==> src/rtl/mpu_cmd_sequencer.sv <==
// Matrix-multiply command sequencer: queues commands in a small FIFO and issues
// them one at a time to the register file, dispatcher and collector, holding
// back any command that reads or writes the destination still being collected.
module mpu_cmd_sequencer #(
    parameter int unsigned ADDR_W      = 4,
    parameter int unsigned QUEUE_DEPTH = 4,
    parameter int unsigned CNT_W       = 3
) (
    input  logic              clk,
    input  logic              rst,
    input  logic              cmd_valid_in,
    output logic              cmd_ready_out,
    input  logic [ADDR_W-1:0] cmd_src0_in,
    input  logic [ADDR_W-1:0] cmd_src1_in,
    input  logic [ADDR_W-1:0] cmd_dest_in,
    input  logic              disp_ready_in,
    input  logic              collector_ready_in,
    input  logic              disp_finished_in,
    input  logic              collector_active_write_in,
    input  logic              collector_done_in,
    output logic              disp_start_out,
    output logic              reg_disp_req_out,
    output logic              reg_collector_req_out,
    output logic [ADDR_W-1:0] reg_src_addr_0_out,
    output logic [ADDR_W-1:0] reg_src_addr_1_out,
    output logic [ADDR_W-1:0] reg_dest_addr_out,
    output logic              busy_out,
    output logic [CNT_W-1:0]  queue_count_out
);

    localparam int unsigned PTR_W = (QUEUE_DEPTH > 1) ? $clog2(QUEUE_DEPTH) : 1;

    typedef enum logic [1:0] {IDLE, REQ, START, RUN} state_t;

    state_t            state;
    logic [ADDR_W-1:0] fifo_src0 [QUEUE_DEPTH];
    logic [ADDR_W-1:0] fifo_src1 [QUEUE_DEPTH];
    logic [ADDR_W-1:0] fifo_dest [QUEUE_DEPTH];
    logic [PTR_W-1:0]  wr_ptr;
    logic [PTR_W-1:0]  rd_ptr;
    logic [CNT_W-1:0]  count;
    logic              pend_valid;
    logic [ADDR_W-1:0] pend_dest;
    logic              push;
    logic              pop;
    logic              hazard;
    logic [ADDR_W-1:0] head_src0;
    logic [ADDR_W-1:0] head_src1;
    logic [ADDR_W-1:0] head_dest;

    assign head_src0 = fifo_src0[rd_ptr];
    assign head_src1 = fifo_src1[rd_ptr];
    assign head_dest = fifo_dest[rd_ptr];

    // Ready comes from the registered count, so a push into a full FIFO is
    // refused even when a pop happens in the same cycle.
    assign cmd_ready_out   = (count != CNT_W'(QUEUE_DEPTH));
    assign push            = cmd_valid_in && cmd_ready_out;
    assign hazard          = pend_valid && ((head_src0 == pend_dest) ||
                                            (head_src1 == pend_dest) ||
                                            (head_dest == pend_dest));
    assign pop             = (state == IDLE) && (count != '0) && !hazard;
    assign queue_count_out = count;
    assign busy_out        = (state != IDLE) || (count != '0) || pend_valid;
    assign reg_collector_req_out = collector_active_write_in;

    // FIFO storage; contents need no reset since count gates every read.
    always_ff @(posedge clk) begin
        if (push) begin
            fifo_src0[wr_ptr] <= cmd_src0_in;
            fifo_src1[wr_ptr] <= cmd_src1_in;
            fifo_dest[wr_ptr] <= cmd_dest_in;
        end
    end

    // FIFO pointers and occupancy; pointers wrap naturally at a power-of-2 depth.
    always_ff @(posedge clk) begin
        if (rst) begin
            wr_ptr <= '0;
            rd_ptr <= '0;
            count  <= '0;
        end else begin
            if (push) wr_ptr <= wr_ptr + PTR_W'(1);
            if (pop)  rd_ptr <= rd_ptr + PTR_W'(1);
            case ({push, pop})
                2'b10:   count <= count + CNT_W'(1);
                2'b01:   count <= count - CNT_W'(1);
                default: count <= count;
            endcase
        end
    end

    // Pending collector write; a new finish wins over a done for the older write.
    always_ff @(posedge clk) begin
        if (rst) begin
            pend_valid <= 1'b0;
            pend_dest  <= '0;
        end else if ((state == RUN) && disp_finished_in) begin
            pend_valid <= 1'b1;
            pend_dest  <= reg_dest_addr_out;
        end else if (collector_done_in) begin
            pend_valid <= 1'b0;
        end
    end

    // Issue FSM with registered request/start outputs and current-command register.
    always_ff @(posedge clk) begin
        if (rst) begin
            state              <= IDLE;
            disp_start_out     <= 1'b0;
            reg_disp_req_out   <= 1'b0;
            reg_src_addr_0_out <= '0;
            reg_src_addr_1_out <= '0;
            reg_dest_addr_out  <= '0;
        end else begin
            disp_start_out <= 1'b0;
            case (state)
                IDLE: begin
                    if (pop) begin
                        reg_src_addr_0_out <= head_src0;
                        reg_src_addr_1_out <= head_src1;
                        reg_dest_addr_out  <= head_dest;
                        reg_disp_req_out   <= 1'b1;
                        state              <= REQ;
                    end
                end
                REQ: begin
                    if (disp_ready_in && collector_ready_in) begin
                        disp_start_out <= 1'b1;
                        state          <= START;
                    end
                end
                START: begin
                    state <= RUN;
                end
                RUN: begin
                    if (disp_finished_in) begin
                        reg_disp_req_out <= 1'b0;
                        state            <= IDLE;
                    end
                end
                default: state <= IDLE;
            endcase
        end
    end

endmodule

==> config.mk <==
export PLATFORM = sky130hd
export DESIGN_NAME = mpu_cmd_sequencer
export DESIGN_NICKNAME = d
export VERILOG_FILES = /design/src/rtl/mpu_cmd_sequencer.sv
export SDC_FILE = /design/constraint.sdc
export NUM_CORES = 1
export LEC_CHECK = 0
export CORE_MARGIN = 5
export CORE_UTILIZATION = 27
export CTS_CLUSTER_DIAMETER = 80
export CTS_CLUSTER_SIZE = 14
export DETAILED_ROUTE_END_ITERATION = 16
export SYNTH_ARGS = -nofsm -noshare
export SYNTH_HDL_FRONTEND = slang
export SYNTH_SLANG_ARGS = --single-unit
==> constraint.sdc <==
create_clock -name clk -period 3.6 [get_ports clk]
set_clock_uncertainty 0.2 [all_clocks]
set_input_delay 0.72 -clock clk [delete_from_list [all_inputs] [get_ports clk]]
set_output_delay 0.72 -clock clk [all_outputs]
set_load 0.02 [all_outputs]
==> results of run 1 <==
worst paths after layout:
check | from | to | cells past startpoint
worst max-delay path | flip-flop | queue_count_out[2] | 12
worst min-delay path | reg_src_addr_0_out[2] | reg_src_addr_0_out[2] | 2
worst max register to register | flip-flop | queue_count_out[2] | 12
worst min register to register | reg_src_addr_0_out[2] | reg_src_addr_0_out[2] | 2
routing by layer:
| metal | global-route usage [%] | vias up |
|---|---|---|
| met2 | 16.9 | 48 |
| met3 | 3.51 | 8 |
| met4 | 2.76 | 0 |
| met5 | 0 | - |
| met1 | 13.2 | 1026 |
| li1 | - | 1010 |
stage by stage:
step / hold slack, ps / cells / util, %
final: 269 / 444 / 34.7
after global routing: 298 / 444 / 34.7
after CTS: 272 / 444 / 34.7
after detailed placement: 263 / 428 / 32.1
after global placement: 258 / 428 / 32.1
after floorplan: 269 / 247 / -
registers in the layout, indices dropped and copies added, names as in the netlist, 2 cells and up, named ones only:
register,flops
rd_ptr,2
reg_dest_addr_out,4
state,2
reg_src_addr_0_out,4
wr_ptr,2
fifo_src0,16
fifo_src1,16
reg_src_addr_1_out,4
pend_dest,4
fifo_dest,16
queue_count_out,3
cells by family after synthesis:
group | synth area share, %
flip-flops | 61.7
AND/OR/NAND/NOR | 10.5
AO/OA/AOI/OAI | 7.37
buffers and inverters | 2.95
XOR/XNOR | 3.97
multiplexers | 9.49
adder cells (fa/ha/maj) | 4.01
worst max-delay path, delay by kind of cell, from the launching register on:
kind | cells | cell delay, ps
AO/OA/AOI/OAI | 1 | 140
XOR/XNOR | 2 | 240
adder cells (fa/ha/maj) | 2 | 370
buffers and inverters | 2 | 230
flip-flops | 1 | 330
multiplexers | 1 | 590
AND/OR/NAND/NOR | 4 | 1000
report_power, final:
| group | switching, uW | internal [uW] | total (uW) |
|---|---|---|---|
| clock network | 372 | 546 | 918 |
| registers | 88.9 | 1100 | 1190 |
| logic | 653 | 517 | 1170 |
area by class of cell:
type,instances,share of cell area (%)
clock buffers,9,5.40
clock inverters,7,1.98
inverters,9,0.811
multi-input cells,149,28.1
flip-flops and latches,78,49.0
well taps,147,4.41
repair buffers,45,10.3
cell usage in the layout, fill, tap and decap left out, types with 14 or more instances in the layout:
cell type        count
dfxtp_1             30
clkdlybuf4s50_1     37
edfxtp_1            48
o21ai_0             14
nand2_1             16
a21oi_1             25
nand3_1             18
==> out/summary.txt, run 1 <==
Outcome -> finished clean
Maximum clock frequency -> 316 MHz
Post-route ant nets -> 0
Total power -> 3280 uW
Final #Nets -> 322
Cts repair resizes -> 0
Final Cycle Share -> 88.0%
Crit path DAT -> 3230 ps
DR pass1 iterations -> 5
Post-CTS setup buffer count -> 0
Crit start category -> flip-flop
P&R area growth vs syn -> 25.9%
Sequential area share after synthesis -> 61.7%
Slowest-stage cell, CP -> mux4_1
Post-Synthesis Cell Area -> 3310 sq um
CTS Buf Count -> 9
PnR worst setup slack -> 433 ps
HP Class -> reg -> reg
Final setup fails -> 0
Initial antenna violation count -> 0
Multi-input gate area -> 1170 sq um
Final Hold Fails -> 0
Worst Tran Pin Value -> 707 ps
Area of the die -> 14,600 sq um
Max IR drop VDD -> 0.270 mV
Root Buffer -> clkbuf_16
Post-synth top cells -> edfxtp_1 (48), dfxtp_1 (30), a21oi_1 (25)
YS warnings -> 0
CP endpoint kind -> flip-flop
PortBufs -> 37
Fin. max-slew vios -> 0
Vias -> 2,092
WL met3 -> 316 um
Slowest stage delay, CP -> 590 ps
CTS tree -> done
EDFF count, synth -> 48
Cell Area, Placed -> 3860 sq um
H-tree depth -> 3
First-pass GRT wire length -> 11,600 um
Synth top area cells -> edfxtp_1 (44%), dfxtp_1 (18%), mux4_1 (4.8%), mux4_2 (4.1%), a21oi_1 (3.8%)
Iteration-0 DRC Markers -> 59
GRT Residual Overflow -> 0
Met2 Routed Length -> 3450 um
Top FF cell, synth -> edfxtp_1
Worst reg2reg setup slack -> 430 ps
WL met1 -> 3360 um
Drt total wl -> 7180 um
CTS clk-pin slew, worst paths -> 60 ps
Synth async-reset ratio -> 0%
CP required -> 3670 ps
Post-route DRC -> 0
Fill cells -> 1,206
TNS Setup -> 0 ps
Final instance area -> 4170 sq um
Die height -> 121 um
Antenna Cells -> 0
Max Buffers Root-to-Sink -> 2
WL per Instance -> 16.2 um
Worst-path cell chain -> buf_4, mux4_1, xor2_1, nor4_2, nand4bb_2, nand2_1, ha_1, inv_1, fa_1, xor2_1, or3_1, a21oi_1
Via/cell ratio -> 4.71
Core Rows -> 40
FF/Latch Area -> 2040 sq um
Clk sinks -> 78
Unrepaired setup endpoints after global routing -> false
All-Layer GR Usage -> 10.4%
# hold bufs at CTS -> 0
Syn_area_per_cell -> 13.4 sq um
Pin count of the biggest net entering global routing -> 17
Pwr Density -> 786 nW/um^2
Syn nets -> 277
Starting Density -> 27.6%
Max-slew headroom at the worst pin -> 52.9%
CORE AREA -> 12,000 sq um
CP max FO -> 5
Layout cell share with drive strength beyond 1 -> 11.8%
Yosys cell types -> 37
P_leak -> 0.00144 uW
Area leader, netlist -> edfxtp_1
GPL Wtd Cong -> 0.782
Synth Instances -> 247
Post-DP HPWL -> 5150 um
I/O pins -> 40
Place WS -> 415 ps
Minimum clock period -> 3170 ps
Count leader, synth -> edfxtp_1
Number of synthesized register bits -> 78
DR top layer -> met4
Crit Path Category -> reg -> reg
CP most frequent cell -> xor2_1
Yosys top cell area share -> 43.6%
Worst-skew pair later-pin latency -> 340 ps
Die width -> 121 um
# Max-Cap Violations -> 0
Vias in the first global route -> 2,148
(Power assumes the default switching activity.)
==> run 2, diff against run 1 <==
--- a/config.mk
+++ b/config.mk
@@ -5,11 +5,11 @@
 export SDC_FILE = /design/constraint.sdc
 export NUM_CORES = 1
 export LEC_CHECK = 0
-export CORE_MARGIN = 5
 export CORE_UTILIZATION = 27
 export CTS_CLUSTER_DIAMETER = 80
 export CTS_CLUSTER_SIZE = 14
 export DETAILED_ROUTE_END_ITERATION = 16
+export RECOVER_POWER = 25
 export SYNTH_ARGS = -nofsm -noshare
 export SYNTH_HDL_FRONTEND = slang
 export SYNTH_SLANG_ARGS = --single-unit
==> run 2 against run 1 <==
Net effect:
- total power is 0.97% lower
- critical path depth stayed put
- hold slack better by 3.1 ps
- wire length is 6.6% lower
- sequential share of layout area is 0.18 points higher
- first-iteration DRC count is 8.5% higher
- final area is 0.36% lower
- utilization hardly changed
- count of clock-buffer cells in the layout stayed put
- flip-flop and latch count stayed put
- sequential power hardly changed
- register-to-register slack worse by 40 ps
- critical endpoint unchanged
- largest cell class unchanged
- largest power group unchanged
- highest routed layer unchanged
==> out/summary.txt, run 2 (synthesized netlist as in run 1, its figures left out) <==
Outcome -> finished clean
Commonest non-fill, non-tap cell in the layout -> edfxtp_1
Final instance area -> 4150 sq um (-0.36%)
Starting Density -> 27.7% (+0.12 points)
Cell Area, Placed -> 3840 sq um (-0.39%)
Maximum clock frequency -> 312 MHz (-1.1%)
CP most frequent cell -> xor2_1
First-pass GRT wire length -> 11,100 um (-4.2%)
Iteration-0 DRC Markers -> 64 (+8.5%)
GR Layer Usage met1 -> 14.6% (+1.4 points)
CORE AREA -> 12,000 sq um (-0.42%)
Slowest stage delay, CP -> 590 ps (about the same)
Layout cell share with drive strength beyond 1 -> 11.2% (-0.60 points)
CTS tree -> done
# hold bufs at CTS -> 0 (unchanged)
Final setup fails -> 0 (unchanged)
All-Layer GR Usage -> 11.7% (+1.3 points)
Antenna Cells -> 0 (unchanged)
Slowest-stage cell, CP -> mux4_1
Commonest cells after routing, fill and taps aside -> edfxtp_1 (48), dfxtp_1 (30), clkdlybuf4s50_1 (27), a21oi_1 (25), nand3_1 (18)
Clk sinks -> 78 (unchanged)
Max-slew headroom at the worst pin -> 51.1% (-1.8 points)
DR pass1 iterations -> 4 (-1)
I/O pins -> 40 (unchanged)
Post-DP HPWL -> 4800 um (-6.7%)
Post-CTS setup buffer count -> 0 (unchanged)
TNS Setup -> 0 ps (unchanged)
Final Cycle Share -> 89.0% (+1.0 points)
Final #Nets -> 320 (-0.62%)
# Max-Cap Violations -> 0 (unchanged)
CTS Buf Count -> 9 (unchanged)
HP Class -> reg -> reg
PortBufs -> 37 (unchanged)
Initial antenna violation count -> 0 (unchanged)
CTS clk-pin slew, worst paths -> 60 ps (about the same)
GPL Wtd Cong -> 0.758 (-3.1%)
H-tree depth -> 3 (unchanged)
CP required -> 3660 ps (about the same)
GR Layer Usage met3 -> 4.23% (+0.72 points)
CP max FO -> 5 (unchanged)
Crit start category -> flip-flop
Max Buffers Root-to-Sink -> 2 (unchanged)
Vias in the first global route -> 2,073 (-3.5%)
WL per Instance -> 15.2 um (-6.2%)
Cts repair resizes -> 0 (unchanged)
Max IR drop VDD -> 0.358 mV (+33%)
Post-route DRC -> 0 (unchanged)
Via/cell ratio -> 4.71 (about the same)
Fin. max-slew vios -> 0 (unchanged)
Worst Tran Pin Value -> 732 ps (+25.2 ps)
Crit Path Category -> reg -> reg
CP endpoint kind -> flip-flop
GRT Residual Overflow -> 0 (unchanged)
Worst-path cell chain -> buf_4, mux4_1, xor2_1, nor4_2, nand4bb_2, nand2_1, ha_1, inv_1, fa_1, xor2_1, or3_1, a21oi_1
Fill cells -> 1,146 (-5.0%)
Met2 Resource Use GR -> 18.8% (+1.9 points)
Final Hold Fails -> 0 (unchanged)
Unrepaired setup endpoints after global routing -> false
Die height -> 113 um (-6.6%)
Root Buffer -> clkbuf_16
Top Registers -> fifo_dest (16), fifo_src0 (16), fifo_src1 (16)
Drt total wl -> 6700 um (-6.6%)
Minimum clock period -> 3200 ps (+36.4 ps)
Final core utilization -> 34.7% (about the same)
Post-route ant nets -> 0 (unchanged)
Die width -> 113 um (-6.6%)
Pwr Density -> 781 nW/um^2 (-0.61%)
Multi-input gate area -> 1170 sq um (unchanged)
Gr busiest metal -> met2
Crit path DAT -> 3260 ps (+30 ps)
P&R area growth vs syn -> 25.5%
Vias -> 2,084 (-0.38%)
P_leak -> 0.00143 uW (-0.46%)
Pin count of the biggest net entering global routing -> 21 (+4)
FF/Latch Area -> 2040 sq um (unchanged)
Area of the die -> 12,700 sq um (-13%)
Core Rows -> 40 (unchanged)
Worst-skew pair later-pin latency -> 340 ps (about the same)
[run 2: metrics by stage]
step	instances	hold WS, ps	power, uW	worst slack [ps]
2_1_floorplan	247	269	2000	274
3_3_place_gp	426	263	2340	431
3_5_place_dp	426	268	2360	344
4_1_cts	442	278	3290	342
5_1_grt	442	292	3450	147
6_report	442	272	3240	397
[run 2: cell type report]
type / instances / area share (%)
Clock buffer: 9 / 5.42
Clock inverter: 7 / 1.99
Inverter: 9 / 0.813
Multi-Input combinational cell: 149 / 28.2
Sequential cell: 78 / 49.2
Tap cell: 147 / 4.43
Timing Repair Buffer: 43 / 10.0
[run 2: routing by layer]
metal | up-vias | wire (um)
met5 | - | 0
met2 | 40 | 3210
li1 | 1001 | -
met3 | 10 | 290
met4 | 0 | 82
met1 | 1033 | 3120
[run 2: final timing paths]
| check | cells past startpoint | slack [ps] | end | from |
|---|---|---|---|---|
| max | 12 | 400 | queue_count_out[2] | flip-flop |
| min | 2 | 270 | reg_src_addr_1_out[2] | reg_src_addr_1_out[2] |
| max reg2reg | 12 | 400 | queue_count_out[2] | flip-flop |
| min reg2reg | 2 | 270 | reg_src_addr_1_out[2] | reg_src_addr_1_out[2] |
[run 2: critical path, delay by kind of cell, from the launching register on]
kind                     cells  cell delay, ps
buffers and inverters        2             230
AO/OA/AOI/OAI                1             140
flip-flops                   1             320
multiplexers                 1             590
XOR/XNOR                     2             240
adder cells (fa/ha/maj)      2             390
AND/OR/NAND/NOR              4            1030
[run 2: power by group]
group | switching [uW] | internal, uW | total [uW]
sequential | 89.8 | 1100 | 1190
combinational | 629 | 506 | 1130
clock | 375 | 546 | 921
total | 1090 | 2150 | 3240
